--- src/rtl/color_freq_sampler.sv ---
// color_freq_sampler
//
// Purpose: steps a TCS3200-style light-to-frequency sensor through its red,
// green and blue filters. For each filter it waits a settle time and then
// counts rising edges of the sensor output over a fixed gate window. After
// the blue window it publishes all three counts and a dominant-colour code.
//
// Ports:
//   clk         system clock, rising edge
//   rst         synchronous, active-high reset
//   en          run enable; frames repeat back-to-back while high
//   sensor_out  sensor frequency output, asynchronous to clk
//   s2, s3      filter select to sensor: red 00, green 11, blue 01
//   red_cnt     last published red count
//   green_cnt   last published green count
//   blue_cnt    last published blue count
//   color       00 none/ambiguous, 01 red, 10 green, 11 blue
//   valid       one-cycle pulse when a new frame is published
//   busy        high while a frame is in progress
module color_freq_sampler #(
  parameter int unsigned GATE_CYCLES   = 1_000_000,
  parameter int unsigned SETTLE_CYCLES = 10_000,
  parameter int unsigned CNT_W         = 16,
  parameter int unsigned MIN_COUNT     = 50
) (
  input  logic             clk,
  input  logic             rst,
  input  logic             en,
  input  logic             sensor_out,
  output logic             s2,
  output logic             s3,
  output logic [CNT_W-1:0] red_cnt,
  output logic [CNT_W-1:0] green_cnt,
  output logic [CNT_W-1:0] blue_cnt,
  output logic [1:0]       color,
  output logic             valid,
  output logic             busy
);

  typedef enum logic [1:0] {
    ST_IDLE     = 2'd0,
    ST_SETTLE   = 2'd1,
    ST_GATE     = 2'd2,
    ST_CLASSIFY = 2'd3
  } state_e;

  typedef enum logic [1:0] {
    CH_R = 2'd0,
    CH_G = 2'd1,
    CH_B = 2'd2
  } chan_e;

  localparam logic [CNT_W-1:0] CNT_MAX = {CNT_W{1'b1}};
  localparam logic [CNT_W-1:0] MIN_CNT = CNT_W'(MIN_COUNT);
  localparam logic [31:0]      SETTLE_LAST = SETTLE_CYCLES - 32'd1;
  localparam logic [31:0]      GATE_LAST   = GATE_CYCLES - 32'd1;

  // Winner must beat both other channels strictly and reach the threshold,
  // so any tie for first place yields "none".
  function automatic logic [1:0] pick_color(input logic [CNT_W-1:0] r,
                                            input logic [CNT_W-1:0] g,
                                            input logic [CNT_W-1:0] b);
    logic [1:0] c;
    c = 2'b00;
    if ((r > g) && (r > b) && (r >= MIN_CNT)) begin
      c = 2'b01;
    end else if ((g > r) && (g > b) && (g >= MIN_CNT)) begin
      c = 2'b10;
    end else if ((b > r) && (b > g) && (b >= MIN_CNT)) begin
      c = 2'b11;
    end else begin
      c = 2'b00;
    end
    return c;
  endfunction

  // Filter pin encoding for a channel; clear (10) is never produced.
  function automatic logic [1:0] filt_of(input chan_e ch);
    logic [1:0] f;
    case (ch)
      CH_R:    f = 2'b00;
      CH_G:    f = 2'b11;
      CH_B:    f = 2'b01;
      default: f = 2'b00;
    endcase
    return f;
  endfunction

  state_e           state_q, state_d;
  chan_e            ch_q, ch_d;
  logic [31:0]      cyc_q, cyc_d;
  logic [CNT_W-1:0] edge_cnt_q, edge_cnt_d;
  logic [CNT_W-1:0] shad_r_q, shad_r_d;
  logic [CNT_W-1:0] shad_g_q, shad_g_d;
  logic [CNT_W-1:0] red_q, red_d;
  logic [CNT_W-1:0] green_q, green_d;
  logic [CNT_W-1:0] blue_q, blue_d;
  logic [1:0]       color_q, color_d;
  logic             valid_q, valid_d;
  logic             busy_q, busy_d;
  logic [1:0]       filt_q, filt_d;
  logic             sync1_q, sync2_q, sync3_q;
  logic             edge_s;
  logic [CNT_W-1:0] edge_inc_s;

  // Two-flop synchroniser plus a third copy for rising-edge detection.
  always_ff @(posedge clk) begin
    if (rst) begin
      sync1_q <= 1'b0;
      sync2_q <= 1'b0;
      sync3_q <= 1'b0;
    end else begin
      sync1_q <= sensor_out;
      sync2_q <= sync1_q;
      sync3_q <= sync2_q;
    end
  end

  assign edge_s = sync2_q & ~sync3_q;

  // Saturating increment of the edge counter.
  always_comb begin
    edge_inc_s = edge_cnt_q;
    if (edge_s && (edge_cnt_q != CNT_MAX)) begin
      edge_inc_s = edge_cnt_q + CNT_W'(1);
    end else begin
      edge_inc_s = edge_cnt_q;
    end
  end

  // Next-state logic for the frame sequencer and the published outputs.
  always_comb begin
    state_d    = state_q;
    ch_d       = ch_q;
    cyc_d      = cyc_q;
    edge_cnt_d = edge_cnt_q;
    shad_r_d   = shad_r_q;
    shad_g_d   = shad_g_q;
    red_d      = red_q;
    green_d    = green_q;
    blue_d     = blue_q;
    color_d    = color_q;
    valid_d    = 1'b0;

    case (state_q)
      ST_IDLE: begin
        if (en) begin
          state_d    = ST_SETTLE;
          ch_d       = CH_R;
          cyc_d      = 32'd0;
          edge_cnt_d = {CNT_W{1'b0}};
        end else begin
          state_d = ST_IDLE;
        end
      end

      ST_SETTLE: begin
        edge_cnt_d = {CNT_W{1'b0}};
        if (!en) begin
          state_d = ST_IDLE;
        end else if (cyc_q == SETTLE_LAST) begin
          state_d = ST_GATE;
          cyc_d   = 32'd0;
        end else begin
          cyc_d = cyc_q + 32'd1;
        end
      end

      ST_GATE: begin
        if (!en) begin
          // Abort: partial shadow counts are simply never published.
          state_d = ST_IDLE;
        end else if (cyc_q == GATE_LAST) begin
          // An edge seen in this final gate cycle is still included.
          cyc_d      = 32'd0;
          edge_cnt_d = {CNT_W{1'b0}};
          case (ch_q)
            CH_R: begin
              shad_r_d = edge_inc_s;
              ch_d     = CH_G;
              state_d  = ST_SETTLE;
            end
            CH_G: begin
              shad_g_d = edge_inc_s;
              ch_d     = CH_B;
              state_d  = ST_SETTLE;
            end
            default: begin
              // Publish now so the new values and valid appear together
              // during the CLASSIFY cycle.
              state_d = ST_CLASSIFY;
              red_d   = shad_r_q;
              green_d = shad_g_q;
              blue_d  = edge_inc_s;
              color_d = pick_color(shad_r_q, shad_g_q, edge_inc_s);
              valid_d = 1'b1;
            end
          endcase
        end else begin
          edge_cnt_d = edge_inc_s;
          cyc_d      = cyc_q + 32'd1;
        end
      end

      ST_CLASSIFY: begin
        if (en) begin
          state_d    = ST_SETTLE;
          ch_d       = CH_R;
          cyc_d      = 32'd0;
          edge_cnt_d = {CNT_W{1'b0}};
        end else begin
          state_d = ST_IDLE;
        end
      end

      default: begin
        state_d = ST_IDLE;
      end
    endcase
  end

  // Filter pins and busy follow the state being entered, so a channel change
  // and its filter change land on the same clock edge.
  always_comb begin
    filt_d = 2'b00;
    busy_d = 1'b0;
    if (state_d == ST_IDLE) begin
      filt_d = 2'b00;
      busy_d = 1'b0;
    end else begin
      filt_d = filt_of(ch_d);
      busy_d = 1'b1;
    end
  end

  // State and output registers.
  always_ff @(posedge clk) begin
    if (rst) begin
      state_q    <= ST_IDLE;
      ch_q       <= CH_R;
      cyc_q      <= 32'd0;
      edge_cnt_q <= {CNT_W{1'b0}};
      shad_r_q   <= {CNT_W{1'b0}};
      shad_g_q   <= {CNT_W{1'b0}};
      red_q      <= {CNT_W{1'b0}};
      green_q    <= {CNT_W{1'b0}};
      blue_q     <= {CNT_W{1'b0}};
      color_q    <= 2'b00;
      valid_q    <= 1'b0;
      busy_q     <= 1'b0;
      filt_q     <= 2'b00;
    end else begin
      state_q    <= state_d;
      ch_q       <= ch_d;
      cyc_q      <= cyc_d;
      edge_cnt_q <= edge_cnt_d;
      shad_r_q   <= shad_r_d;
      shad_g_q   <= shad_g_d;
      red_q      <= red_d;
      green_q    <= green_d;
      blue_q     <= blue_d;
      color_q    <= color_d;
      valid_q    <= valid_d;
      busy_q     <= busy_d;
      filt_q     <= filt_d;
    end
  end

  assign s2        = filt_q[1];
  assign s3        = filt_q[0];
  assign red_cnt   = red_q;
  assign green_cnt = green_q;
  assign blue_cnt  = blue_q;
  assign color     = color_q;
  assign valid     = valid_q;
  assign busy      = busy_q;

endmodule

--- config.mk ---
export PLATFORM = sky130hd
export DESIGN_NAME = color_freq_sampler
export DESIGN_NICKNAME = d
export VERILOG_FILES = /design/src/rtl/color_freq_sampler.sv
export SDC_FILE = /design/constraint.sdc
export NUM_CORES = 1
export LEC_CHECK = 0
export ABC_AREA = 1
export BUFFER_PORTS_ARGS = -buffer_cell sky130_fd_sc_hd__buf_2
export CAP_MARGIN = 15
export CORE_MARGIN = 4
export CORE_UTILIZATION = 56
export CTS_BUF_LIST = sky130_fd_sc_hd__clkbuf_2 sky130_fd_sc_hd__clkbuf_4 sky130_fd_sc_hd__clkbuf_8
export CTS_CLUSTER_DIAMETER = 120
export DETAILED_ROUTE_END_ITERATION = 10
export GPL_ROUTABILITY_DRIVEN = 0
export GPL_TIMING_DRIVEN = 1
export PLACE_DENSITY = 0.78
export RECOVER_POWER = 25
export SLEW_MARGIN = 40
export SYNTH_ARGS = -nofsm -noshare
export SYNTH_HDL_FRONTEND = slang
export SYNTH_SLANG_ARGS = --single-unit
--- constraint.sdc ---
create_clock -name clk -period 3.21 [get_ports clk]
set_clock_uncertainty 0.15 [all_clocks]
set_input_delay 0 -clock clk [delete_from_list [all_inputs] [get_ports clk]]
set_output_delay 0 -clock clk [all_outputs]
set_load 0.05 [all_outputs]
# Word-level counts from Yosys, hierarchy flattened
# Index checks and enable logic that the tools add are counted.
word_totals:
  out_inout_bits: 54
  regBits: 141
  in_bits: 4
  elab_cells: 93
op_classes:
  mux: 29
  addsub: 2
  eq_ne: 12
  order_cmp: 9
  bitwise: 6
  reduce_logical: 19
op_table:
  columns: ["op", "count"]
  rows:
  - ["two-way mux 32 bit", 5]
  - ["> comparator 16 bit", 6]
  - ["case mux 32 bit (3 select lines)", 1]
  - ["two-way mux 16 bit", 4]
  - [">= comparator 16 x 6 -> 1 bit, second input constant", 3]
  - ["case mux 16 bit (3 select lines)", 1]
  - ["adder 32 x 1 -> 32 bit, second input constant", 1]
  - ["equality test 32 x 14 -> 1 bit, second input constant", 1]
  - ["equality test 32 x 20 -> 1 bit, second input constant", 1]
  - ["two-way mux 2 bit", 11]
  - ["adder 16 x 1 -> 16 bit, second input constant", 1]
  - ["inequality test 16 bit, second input constant", 1]
  - ["case mux 2 bit (2 select lines)", 3]
  - ["AND reduction 4 bit", 3]
  - ["logical AND 1 bit", 7]
  - ["equality test 2 x 1 -> 1 bit, second input constant", 3]
  - ["equality test 2 bit, second input constant", 3]
  - ["zero test 2 bit", 3]
  - ["case mux 2 bit (3 select lines)", 1]
  - ["OR reduction 2 bit", 3]
  - ["inverter 1 bit", 5]
  - ["inequality test 2 bit, second input constant", 2]
  - ["OR reduction 4 bit", 1]
  - ["two-way mux 1 bit", 3]
  - ["other kinds (4)", 4]

# Logic depth before layout (Yosys ltp)
# Gate-level depths: netlist of run 1.
logic_depth:
  word_depth: 10
  depth_mapped: 22
  depth_no_buf: 21

# Least setup slack after synthesis of run 1
# OpenSTA, ideal clock, no wires.
synth_path:
  kind: "flip-flop to flip-flop"
  from: "register edge_cnt_q[0]"
  to: "register color_q[1], in the netlist color[1]"
  setup_slack_ns: 0.069
  path_buffers: 0
  period_less_slack_ns: 3.141
  setup_time_ns: 0.131
  stages_incl_launch_ff: 22
  required_ns: 2.929
  arrival_ns: 2.860
  cell_sequence: "dfxtp_1 -> ha_1 -> inv_1 -> nor2_2 -> nand2_2 -> o21ai_2 -> inv_2 -> or2_2 -> nand2_1 -> inv_1 -> ha_1 -> nand4_1 -> nor3_1 -> nand2_1 -> nor2_1 -> nand4_1 -> o21ai_0 -> nor2_1 -> nand3_2 -> nand2_1 -> nand2_1 -> a21oi_2"
synth_between:
  elab_chain_cells: 9
  elab_cells_between_ends: 18
  classes_between: "1 x add/sub; 5 x order compare; 1 x eq/ne; 4 x mux; 7 x reduce/logical"
synth_rtl:
  columns: ["item", "line_no", "text"]
  rows:
  - ["start, declared", "92", "logic [CNT_W-1:0] edge_cnt_q, edge_cnt_d;"]
  - ["start signal, assigned", "242", "edge_cnt_q <= {CNT_W{1'b0}};"]
  - ["start signal, assigned", "256", "edge_cnt_q <= edge_cnt_d;"]
  - ["parallel branches: the longest is 2 deep, another holds adder 16 x 1 -> 16 bit", null, null]
  - ["two-way mux 16 bit *", "124", "if (edge_s && (edge_cnt_q != CNT_MAX)) begin"]
  - ["via edge_inc_s[14]", "104", "logic [CNT_W-1:0] edge_inc_s;"]
  - ["> comparator 16 bit", "69", "end else if ((b > r) && (b > g) && (b >= MIN_CNT)) begin"]
  - ["logical AND 1 bit (2 in a row)", "69", null]
  - ["two-way mux 2 bit", "69", null]
  - ["two-way mux 2 bit", "67", "end else if ((g > r) && (g > b) && (g >= MIN_CNT)) begin"]
  - ["two-way mux 2 bit *", "65", "if ((r > g) && (r > b) && (r >= MIN_CNT)) begin"]
  - ["end signal, assigned", "262", "color_q <= color_d;"]
  - ["end, declared", "98", "logic [1:0] color_q, color_d;"]
# Mark *: on every way through the listed nets, which the timed path passes.
# A chain may end at the register's enable or synchronous reset.

# Final worst setup path of run 1
layout_path:
  from: "register edge_cnt_q[1]"
  to: "register color_q[1], in the netlist color[1]"
# Same word-level chain as after synthesis.

==> impl_metrics.prom, run 1 <==
# TYPE chip_impl_metric gauge
chip_impl_metric{name="max_cap_violations",unit=""} 0
chip_impl_metric{name="dieHeight",unit="microns"} 123.6
chip_impl_metric{name="grt_start_max_net_pins",unit=""} 80
chip_impl_metric{name="design.final.nets",unit=""} 1185
chip_impl_metric{name="port_buffers",unit=""} 57
chip_impl_metric{name="total_area_of_sequential_cells",unit="sq um"} 2844
chip_impl_metric{name="hold_viol_final",unit=""} 0
chip_impl_metric{name="synth_edf_count",unit=""} 0
chip_impl_info{name="ys_dominant_reg_cell",value="dfxtp_1"} 1
chip_impl_metric{name="remaining_drc_errors",unit=""} 0
chip_impl_metric{name="antenna_violating_nets_post_route",unit=""} 0
chip_impl_info{name="hp-start",value="sync1_q"} 1
chip_impl_info{name="most_frequent_standard_cell_in_the_layout_excluding_fill_and_tap_cells",value="nor2_1"} 1
chip_impl_metric{name="synthCells",unit=""} 1042
chip_impl_metric{name="async_reset_ff_share",unit="%"} 0
chip_impl_metric{name="core_area",unit="sq um"} 12880
chip_impl_metric{name="die_area",unit="sq um"} 15280
chip_impl_metric{name="boundaryPins",unit=""} 58
chip_impl_metric{name="final.period_utilization",unit="%"} 93.45
chip_impl_info{name="r2r-end",value="color[1]"} 1
chip_impl_metric{name="final-setup-viol-count",unit=""} 0
chip_impl_info{name="clock_tree.root_cell",value="clkbuf_8"} 1
chip_impl_metric{name="timing_max_transition_violations_final",unit=""} 0
chip_impl_metric{name="r2r_slack",unit="ns"} 0.21
chip_impl_metric{name="clkTransAtPathRegs",unit="ns"} 0.08
chip_impl_metric{name="synth-seq-area-share",unit="%"} 37.72
chip_impl_metric{name="synthDistinctLibCells",unit=""} 49
chip_impl_metric{name="ir_worst_vdd",unit="mV"} 0.3086
chip_impl_metric{name="route.detailed.wl_per_inst",unit="microns"} 15.04
chip_impl_metric{name="fin_util",unit="%"} 67.49
chip_impl_metric{name="wire_length_of_the_first_global_routing_pass",unit="microns"} 31850
chip_impl_metric{name="drive_gt1_share",unit="%"} 14.62
chip_impl_info{name="worstSetupEndpointType",value="register"} 1
chip_impl_metric{name="viasPerCell",unit=""} 5.428
chip_impl_metric{name="postLayoutSetupSlackWorst",unit="ns"} 0.2102
chip_impl_metric{name="power.density_cell_area",unit="nW/um^2"} 380.9
chip_impl_metric{name="cp.required",unit="ns"} 3.40
chip_impl_metric{name="worst_r2r_path_depth",unit=""} 20
chip_impl_metric{name="drtIter0Drc",unit=""} 531
chip_impl_metric{name="p_int",unit="mW"} 2.391
chip_impl_metric{name="grt_use_total",unit="%"} 26.29
chip_impl_metric{name="worst_ep_arrival_time",unit="ns"} 3.19
chip_impl_metric{name="period_minus_slack",unit="ns"} 3.000
chip_impl_metric{name="syn_area",unit="sq um"} 7483
chip_impl_metric{name="firstDrtPassIters",unit=""} 5
chip_impl_metric{name="combinational_share_of_power",unit="%"} 6.8
chip_impl_info{name="netlist.top_cell.by_area",value="dfxtp_1"} 1
chip_impl_metric{name="number_of_global_route_vias_before_repair",unit=""} 6862
chip_impl_metric{name="global_route.overflow_total",unit=""} 0
chip_impl_metric{name="sw_frac_of_total",unit="%"} 27.77
chip_impl_metric{name="postRouteWirelength",unit="microns"} 19770
chip_impl_metric{name="via_count",unit=""} 7132
chip_impl_metric{name="yosys_warnings",unit=""} 0
chip_impl_metric{name="multi_input_logic_area",unit="sq um"} 4134
chip_impl_metric{name="synth_fp_nets",unit=""} 1098
chip_impl_metric{name="clockBufferDepth",unit=""} 2
chip_impl_info{name="synth.top_cells.by_area",value="dfxtp_1, ha_1, nor2_1"} 1
chip_impl_info{name="timing.setup.critical_path_class",value="reg -> reg"} 1
chip_impl_metric{name="antenna_violations_before_repair",unit=""} 0
chip_impl_metric{name="growth_of_design_area_from_synthesis_to_finish",unit="%"} 16.12
chip_impl_metric{name="diodes",unit=""} 0
chip_impl_metric{name="synthesis.area_per_instance",unit="sq um"} 7.182
chip_impl_info{name="hold_path_class",value="reg -> reg"} 1
chip_impl_info{name="most-common-layout-cells",value="nor2_1, nand2_1, dfxtp_1"} 1
chip_impl_info{name="outcome",value="finished, final reports clean"} 1
chip_impl_metric{name="cts-htree-levels",unit=""} 4
chip_impl_metric{name="cellLeakagePower",unit="nW"} 3.803
chip_impl_metric{name="clkPwrFrac",unit="%"} 40.2
chip_impl_info{name="tritoncts",value="built"} 1
chip_impl_metric{name="synth.ff_latch_count",unit=""} 141
chip_impl_metric{name="worst-slew-pin-transition",unit="ns"} 0.7355
chip_impl_metric{name="insertion_delay",unit="ns"} 0.46
chip_impl_metric{name="slew_headroom",unit="%"} 50.91
chip_impl_info{name="setup.worst_path.start_class",value="register"} 1
chip_impl_metric{name="fmax",unit="MHz"} 333.4
chip_impl_metric{name="power_frac_seq",unit="%"} 53.0
chip_impl_metric{name="fillCellCount",unit=""} 1136
chip_impl_metric{name="dp.final_hpwl",unit="microns"} 14150
chip_impl_metric{name="switching_component_of_the_power",unit="mW"} 0.9193
chip_impl_metric{name="synth_top_cell_area_share",unit="%"} 37.72
chip_impl_info{name="startpoint_of_the_worst_slack_reg_to_reg_timing_path",value="edge_cnt_q[1]"} 1
chip_impl_metric{name="initial_standard_cell_utilization_of_the_core",unit="%"} 58.12
chip_impl_metric{name="crit_path_max_fanout",unit=""} 5
chip_impl_info{name="worstHoldEndpoint",value="sync2_q"} 1
chip_impl_metric{name="core.rowCount",unit=""} 41
chip_impl_metric{name="clock_buffers_created_by_tritoncts",unit=""} 17
chip_impl_metric{name="hold_path_depth",unit=""} 2
chip_impl_metric{name="tritoncts_num_sinks",unit=""} 141
chip_impl_metric{name="die_boundary_width",unit="microns"} 123.6
chip_impl_metric{name="pre_cts_ws",unit="ns"} 0.006099
## kinds of logic (layout without fill, tap and decap cells)
kind of cell	count (synthesis)	in the layout	synth area share, %
AND/OR/NAND/NOR	448	448	26.37
flip-flops	141	141	37.72
buffers and inverters	172	272	8.995
adder cells (fa/ha/maj)	52	52	8.694
XOR/XNOR	16	16	1.873
AO/OA/AOI/OAI	213	213	16.35
## state kept, by name (all words and copies together) (netlist names), 16 cells and up
| signal | cells |
|---|---|
| cyc_q | 32 |
| green_cnt | 16 |
| edge_cnt_q | 16 |
| blue_cnt | 16 |
| shad_r_q | 16 |
| shad_g_q | 16 |
| red_cnt | 16 |
## area by class of cell
type                            instances  share of cell area (%)
Clock buffer                           17                   2.693
Clock inverter                         15                   1.454
Inverter                              134                   5.846
Multi-Input combinational cell        729                   47.57
Sequential cell                       141                   32.73
Tap cell                              172                   2.477
Timing Repair Buffer                  106                   7.228
## worst max-delay path, cell delays in order (launching register included)
cell     delay [ns]
dfxtp_2        0.36
ha_4           0.14
inv_2          0.04
nor2_4         0.11
nand2_4        0.08
o21ai_4        0.20
buf_6          0.15
nand2_1        0.06
o21ai_2        0.08
inv_2          0.09
buf_4          0.14
ha_1           0.30
nand4_1        0.14
nor3_1         0.26
nand3_1        0.12
o21ai_1        0.15
nor2_1         0.07
nand3_2        0.07
nand2_1        0.05
nand2_1        0.06
a21oi_2        0.05
## synth_stat cells (12+ instances only)
cell type	number
nor4_1	12
a211oi_1	14
o21ai_0	89
nand3_1	43
clkbuf_1	25
nand4_1	15
nand2_1	148
ha_1	52
a21oi_1	69
nor2_1	168
dfxtp_1	141
nor3_1	25
xor2_1	13
a22oi_1	12
inv_1	131
## power groups by stage
stage | logic, mW | registers (mW) | clock network [mW]
after floorplan | 0.138 | 1.80 | 0
after global placement | 0.198 | 1.80 | 0
after detailed placement | 0.202 | 1.80 | 0
after CTS | 0.207 | 1.75 | 1.35
after global routing | 0.249 | 1.75 | 1.44
final | 0.225 | 1.75 | 1.33
## metal layers
layer / part of all wire (%) / routed length, microns / track usage [%] / vias up
li1: - / - / - / 3626
met1: 43 / 8477 / 30.92 / 3288
met2: 50 / 9970 / 46.27 / 175
met3: 4.2 / 833 / 5.495 / 43
met4: 2.4 / 484 / 11.07 / 0
met5: 0 / 0 / 0 / -
## per-stage QoR
stage | std cells | setup TNS, ns | power [mW] | hold slack, ns | cell area, sq um
after detailed placement | 1269 | 0 | 1.998 | 0.06004 | 8103
final | 1314 | 0 | 3.310 | 0.2564 | 8690
after CTS | 1305 | 0 | 3.311 | 0.2597 | 8508
after global placement | 1269 | 0 | 1.994 | 0.05790 | 8100
after global routing | 1314 | -0.03916 | 3.440 | 0.2736 | 8690
after floorplan | 1042 | 0 | 1.937 | -0.07153 | 7483
## worst max path at each step
stage                        startpoint        to  slack, ns  cells past startpoint
after floorplan           edge_cnt_q[0]  color[1]       0.07                     21
after global placement    edge_cnt_q[0]  color[1]       0.14                     21
after detailed placement  edge_cnt_q[1]  color[1]      0.006                     21
after CTS                 edge_cnt_q[0]  color[1]       0.06                     19
after global routing      edge_cnt_q[1]  color[1]      -0.04                     21
final                     edge_cnt_q[1]  color[1]       0.21                     20
## what timing repair did
action | in CTS | in global routing
endpoints found under the hold margin | 33 | 0
buffers inserted | 0 | 9
hold buffers | 4 | 0
cloned | 0 | 0
gates resized for setup | 1 | 55
setup endpoints to repair | 1 | 3
pin swaps | 0 | 19
Power figures use the tool's default switching activity.
==> run 2, diff against run 1 <==
--- a/config.mk
+++ b/config.mk
@@ -7,3 +7,3 @@
 export LEC_CHECK = 0
-export ABC_AREA = 1
+export ABC_AREA = 0
 export BUFFER_PORTS_ARGS = -buffer_cell sky130_fd_sc_hd__buf_2
==> constraint.sdc (replaced) <==
create_clock -name clk -period 3.21 [get_ports clk]
set_clock_uncertainty 0.15 [all_clocks]
set_input_delay 0.4815 -clock clk [delete_from_list [all_inputs] [get_ports clk]]
set_output_delay 0.4815 -clock clk [all_outputs]
set_load 0.05 [all_outputs]
==> impl_metrics.prom, run 2 <==
# TYPE chip_impl_metric gauge
chip_impl_metric{name="async_reset_ff_share",unit="%"} 0
chip_impl_metric{name="drtIter0Drc",unit=""} 690
chip_impl_info{name="timing.setup.critical_path_class",value="reg -> reg"} 1
chip_impl_metric{name="cellLeakagePower",unit="nW"} 3.621
chip_impl_metric{name="fmax",unit="MHz"} 286.4
chip_impl_metric{name="cts-htree-levels",unit=""} 4
chip_impl_metric{name="synth_edf_count",unit=""} 0
chip_impl_metric{name="diodes",unit=""} 0
chip_impl_metric{name="slew_headroom",unit="%"} 54.34
chip_impl_metric{name="yosys_warnings",unit=""} 0
chip_impl_metric{name="postPlaceCellArea",unit="sq um"} 8297
chip_impl_metric{name="totalPowerFinal",unit="mW"} 3.166
chip_impl_metric{name="dp.final_hpwl",unit="microns"} 14120
chip_impl_metric{name="fin_setup_tns",unit="ns"} -0.5247
chip_impl_info{name="clock_tree.root_cell",value="clkbuf_8"} 1
chip_impl_metric{name="final-setup-viol-count",unit=""} 2
chip_impl_metric{name="drive_gt1_share",unit="%"} 22.31
chip_impl_metric{name="period_minus_slack",unit="ns"} 3.492
chip_impl_info{name="synth.top_cells.by_area",value="dfxtp_1, ha_1, nand2_1"} 1
chip_impl_info{name="post_synth_most_frequent_cells",value="nand2_1, dfxtp_1, a21oi_1, nor2_1, ha_1"} 1
chip_impl_metric{name="synth.ff_latch_count",unit=""} 141
chip_impl_metric{name="timing_max_transition_violations_final",unit=""} 0
chip_impl_metric{name="route.detailed.wl_per_inst",unit="microns"} 16.21
chip_impl_metric{name="fin_util",unit="%"} 70.07
chip_impl_metric{name="postLayoutSetupSlackWorst",unit="ns"} -0.2821
chip_impl_metric{name="cp.required",unit="ns"} 3.45
chip_impl_metric{name="synthCells",unit=""} 904
chip_impl_metric{name="clock_buffers_created_by_tritoncts",unit=""} 17
chip_impl_metric{name="viasPerCell",unit=""} 5.776
chip_impl_metric{name="timing.critical_path.slowest_cell_delay",unit="ns"} 0.36
chip_impl_metric{name="ir_worst_vdd",unit="mV"} 0.3172
chip_impl_info{name="netlist.top_cell.by_area",value="dfxtp_1"} 1
chip_impl_metric{name="syn_area",unit="sq um"} 7269
chip_impl_metric{name="synth_top_cell_area_share",unit="%"} 38.83
chip_impl_metric{name="place_inst",unit=""} 1169
chip_impl_metric{name="wire_length_of_the_first_global_routing_pass",unit="microns"} 32100
chip_impl_metric{name="synth_fp_nets",unit=""} 960
chip_impl_info{name="critical-path-slowest-cell",value="dfxtp_4"} 1
chip_impl_metric{name="synthesis.area_per_instance",unit="sq um"} 8.041
chip_impl_metric{name="fillCellCount",unit=""} 1025
chip_impl_info{name="post-synth-top-count-cell",value="nand2_1"} 1
chip_impl_metric{name="finalNonFillerCells",unit=""} 1212
chip_impl_info{name="rsz0062_at_grt",value="true"} 1
chip_impl_metric{name="growth_of_design_area_from_synthesis_to_finish",unit="%"} 22.13
chip_impl_metric{name="port_buffers",unit=""} 57
chip_impl_metric{name="synth-seq-area-share",unit="%"} 38.83
chip_impl_info{name="ys_dominant_reg_cell",value="dfxtp_1"} 1
chip_impl_metric{name="timing.hold.ws",unit="ns"} 0.07962
chip_impl_metric{name="global_route.overflow_total",unit=""} 0
chip_impl_metric{name="r2r_slack",unit="ns"} -0.28
chip_impl_info{name="cpMostUsedCell",value="buf_4"} 1
chip_impl_info{name="path_cells",value="ha_4 > nand3_4 > nor4_4 > buf_4 > buf_4 > nor3_1 > xor2_1 > buf_4 > buf_4 > ha_1 > a21o_1 > a21o_1 > a21oi_2 > o21ai_1 > a41o_1 > o31a_1 > a221oi_2"} 1
chip_impl_metric{name="antenna_violating_nets_post_route",unit=""} 0
chip_impl_metric{name="clkTransAtPathRegs",unit="ns"} 0.08
chip_impl_info{name="setup.worst_path.start_class",value="register"} 1
chip_impl_metric{name="layout.cell_area.non_filler",unit="sq um"} 8879
chip_impl_metric{name="antenna_violations_before_repair",unit=""} 0
chip_impl_metric{name="dieHeight",unit="microns"} 121.9
chip_impl_metric{name="clockBufferDepth",unit=""} 2
chip_impl_metric{name="die_boundary_width",unit="microns"} 121.9
chip_impl_metric{name="remaining_drc_errors",unit=""} 0
chip_impl_metric{name="via_count",unit=""} 7001
chip_impl_info{name="outcome",value="finished, violations left"} 1
chip_impl_metric{name="final.period_utilization",unit="%"} 108.8
chip_impl_info{name="most_frequent_standard_cell_in_the_layout_excluding_fill_and_tap_cells",value="nand2_1"} 1
chip_impl_metric{name="insertion_delay",unit="ns"} 0.46
chip_impl_metric{name="firstDrtPassIters",unit=""} 6
chip_impl_metric{name="max_cap_violations",unit=""} 0
chip_impl_info{name="violations",value="negative setup slack"} 1
chip_impl_metric{name="design.final.nets",unit=""} 1083
chip_impl_metric{name="power.density_cell_area",unit="nW/um^2"} 356.5
chip_impl_metric{name="grt_use_total",unit="%"} 27.18
chip_impl_info{name="hold_path_class",value="in -> reg"} 1
chip_impl_metric{name="core.rowCount",unit=""} 41
chip_impl_metric{name="worst-slew-pin-transition",unit="ns"} 0.6850
chip_impl_metric{name="boundaryPins",unit=""} 58
chip_impl_info{name="tritoncts",value="built"} 1
chip_impl_metric{name="largest_reg_flops",unit=""} 32
chip_impl_metric{name="postRouteWirelength",unit="microns"} 19650
chip_impl_metric{name="pre_cts_ws",unit="ns"} -0.3754
chip_impl_metric{name="core_area",unit="sq um"} 12670
chip_impl_metric{name="grt_start_max_net_pins",unit=""} 56
chip_impl_metric{name="postCtsHoldBufs",unit=""} 0
chip_impl_info{name="regMostFlops",value="cyc_q"} 1
chip_impl_metric{name="worst_ep_arrival_time",unit="ns"} 3.73
chip_impl_info{name="most-common-layout-cells",value="nand2_1, dfxtp_1, a21oi_1"} 1
chip_impl_metric{name="initial_standard_cell_utilization_of_the_core",unit="%"} 57.37
chip_impl_metric{name="tritoncts_num_sinks",unit=""} 141
chip_impl_metric{name="synthDistinctLibCells",unit=""} 62
chip_impl_metric{name="number_of_global_route_vias_before_repair",unit=""} 6528
chip_impl_metric{name="die_area",unit="sq um"} 14870
chip_impl_metric{name="hold_viol_final",unit=""} 0
chip_impl_metric{name="crit_path_max_fanout",unit=""} 4
chip_impl_info{name="worstSetupEndpointType",value="register"} 1
-- run 2: cell types whose count changed in the layout (fill, tap and decap cells not counted), moves of 24 or more --
| cell | delta |
|---|---|
| a21oi_1 | +24 |
| nor2_1 | -74 |
| inv_1 | -81 |
| buf_4 | +46 |
| clkbuf_1 | -47 |
| buf_2 | +46 |
| o21ai_0 | -77 |
-- run 2: worst max-delay path: cells and delay by family, from the launching register on --
family          cells  cell delay, ns
compound gates      7            1.26
xor+xnor            1            0.17
fa+ha+maj           2            0.43
buf+inv             4            0.60
flops               1            0.36
simple gates        3            0.44
-- run 2: final timing paths --
kind / startpoint / end / depth (start not counted)
worst min-delay path: sensor_out / sync1_q / 2
worst max-delay path: edge_cnt_q[1] / color[1] / 17
worst max register to register: edge_cnt_q[1] / color[1] / 17
worst min register to register: red_cnt[10] / red_cnt[10] / 2
-- run 2: layer usage --
metal  share of wire (%)  GRT usage (%)  wire length, microns
met1                  44          35.95                  8671
met2                  45          42.02                  8894
met3                 7.6          6.546                  1490
met4                 3.0          12.61                   595
met5                   0              0                     0
-- run 2: timing repair --
item	in CTS	in global routing
buffers inserted	6	6
resized for setup	14	16
pin swaps	7	13
setup endpoints to repair	2	6
-- run 2: cells by family (layout without fill, tap and decap cells) --
| family | count (synthesis) | in the layout | share of synthesized area (%) |
|---|---|---|---|
| simple gates | 406 | 406 | 27.04 |
| compound gates | 166 | 166 | 13.98 |
| flops | 141 | 141 | 38.83 |
| buf+inv | 88 | 224 | 4.905 |
| fa+ha+maj | 54 | 54 | 9.260 |
| xor+xnor | 44 | 44 | 5.301 |
| mux | 5 | 5 | 0.6885 |
-- run 2: area by class of cell --
| class | count | area [sq um] | share of cell area [%] |
|---|---|---|---|
| flip-flops and latches | 141 | 2833 | 31.91 |
| repair buffers | 149 | 1018 | 11.47 |
| inverters | 43 | 161.4 | 1.818 |
| multi-input cells | 675 | 4290 | 48.32 |
| clock inverters | 14 | 118.9 | 1.339 |
| well taps | 172 | 215.2 | 2.424 |
| clock buffers | 18 | 241.5 | 2.720 |
-- run 2: where the power goes --
part	leakage [nW]	switching [mW]	internal [mW]	total, mW
Combinational	2.30	0.0669	0.0269	0.0939
Clock	0.187	0.699	0.619	1.32
Sequential	1.14	0.00342	1.75	1.75
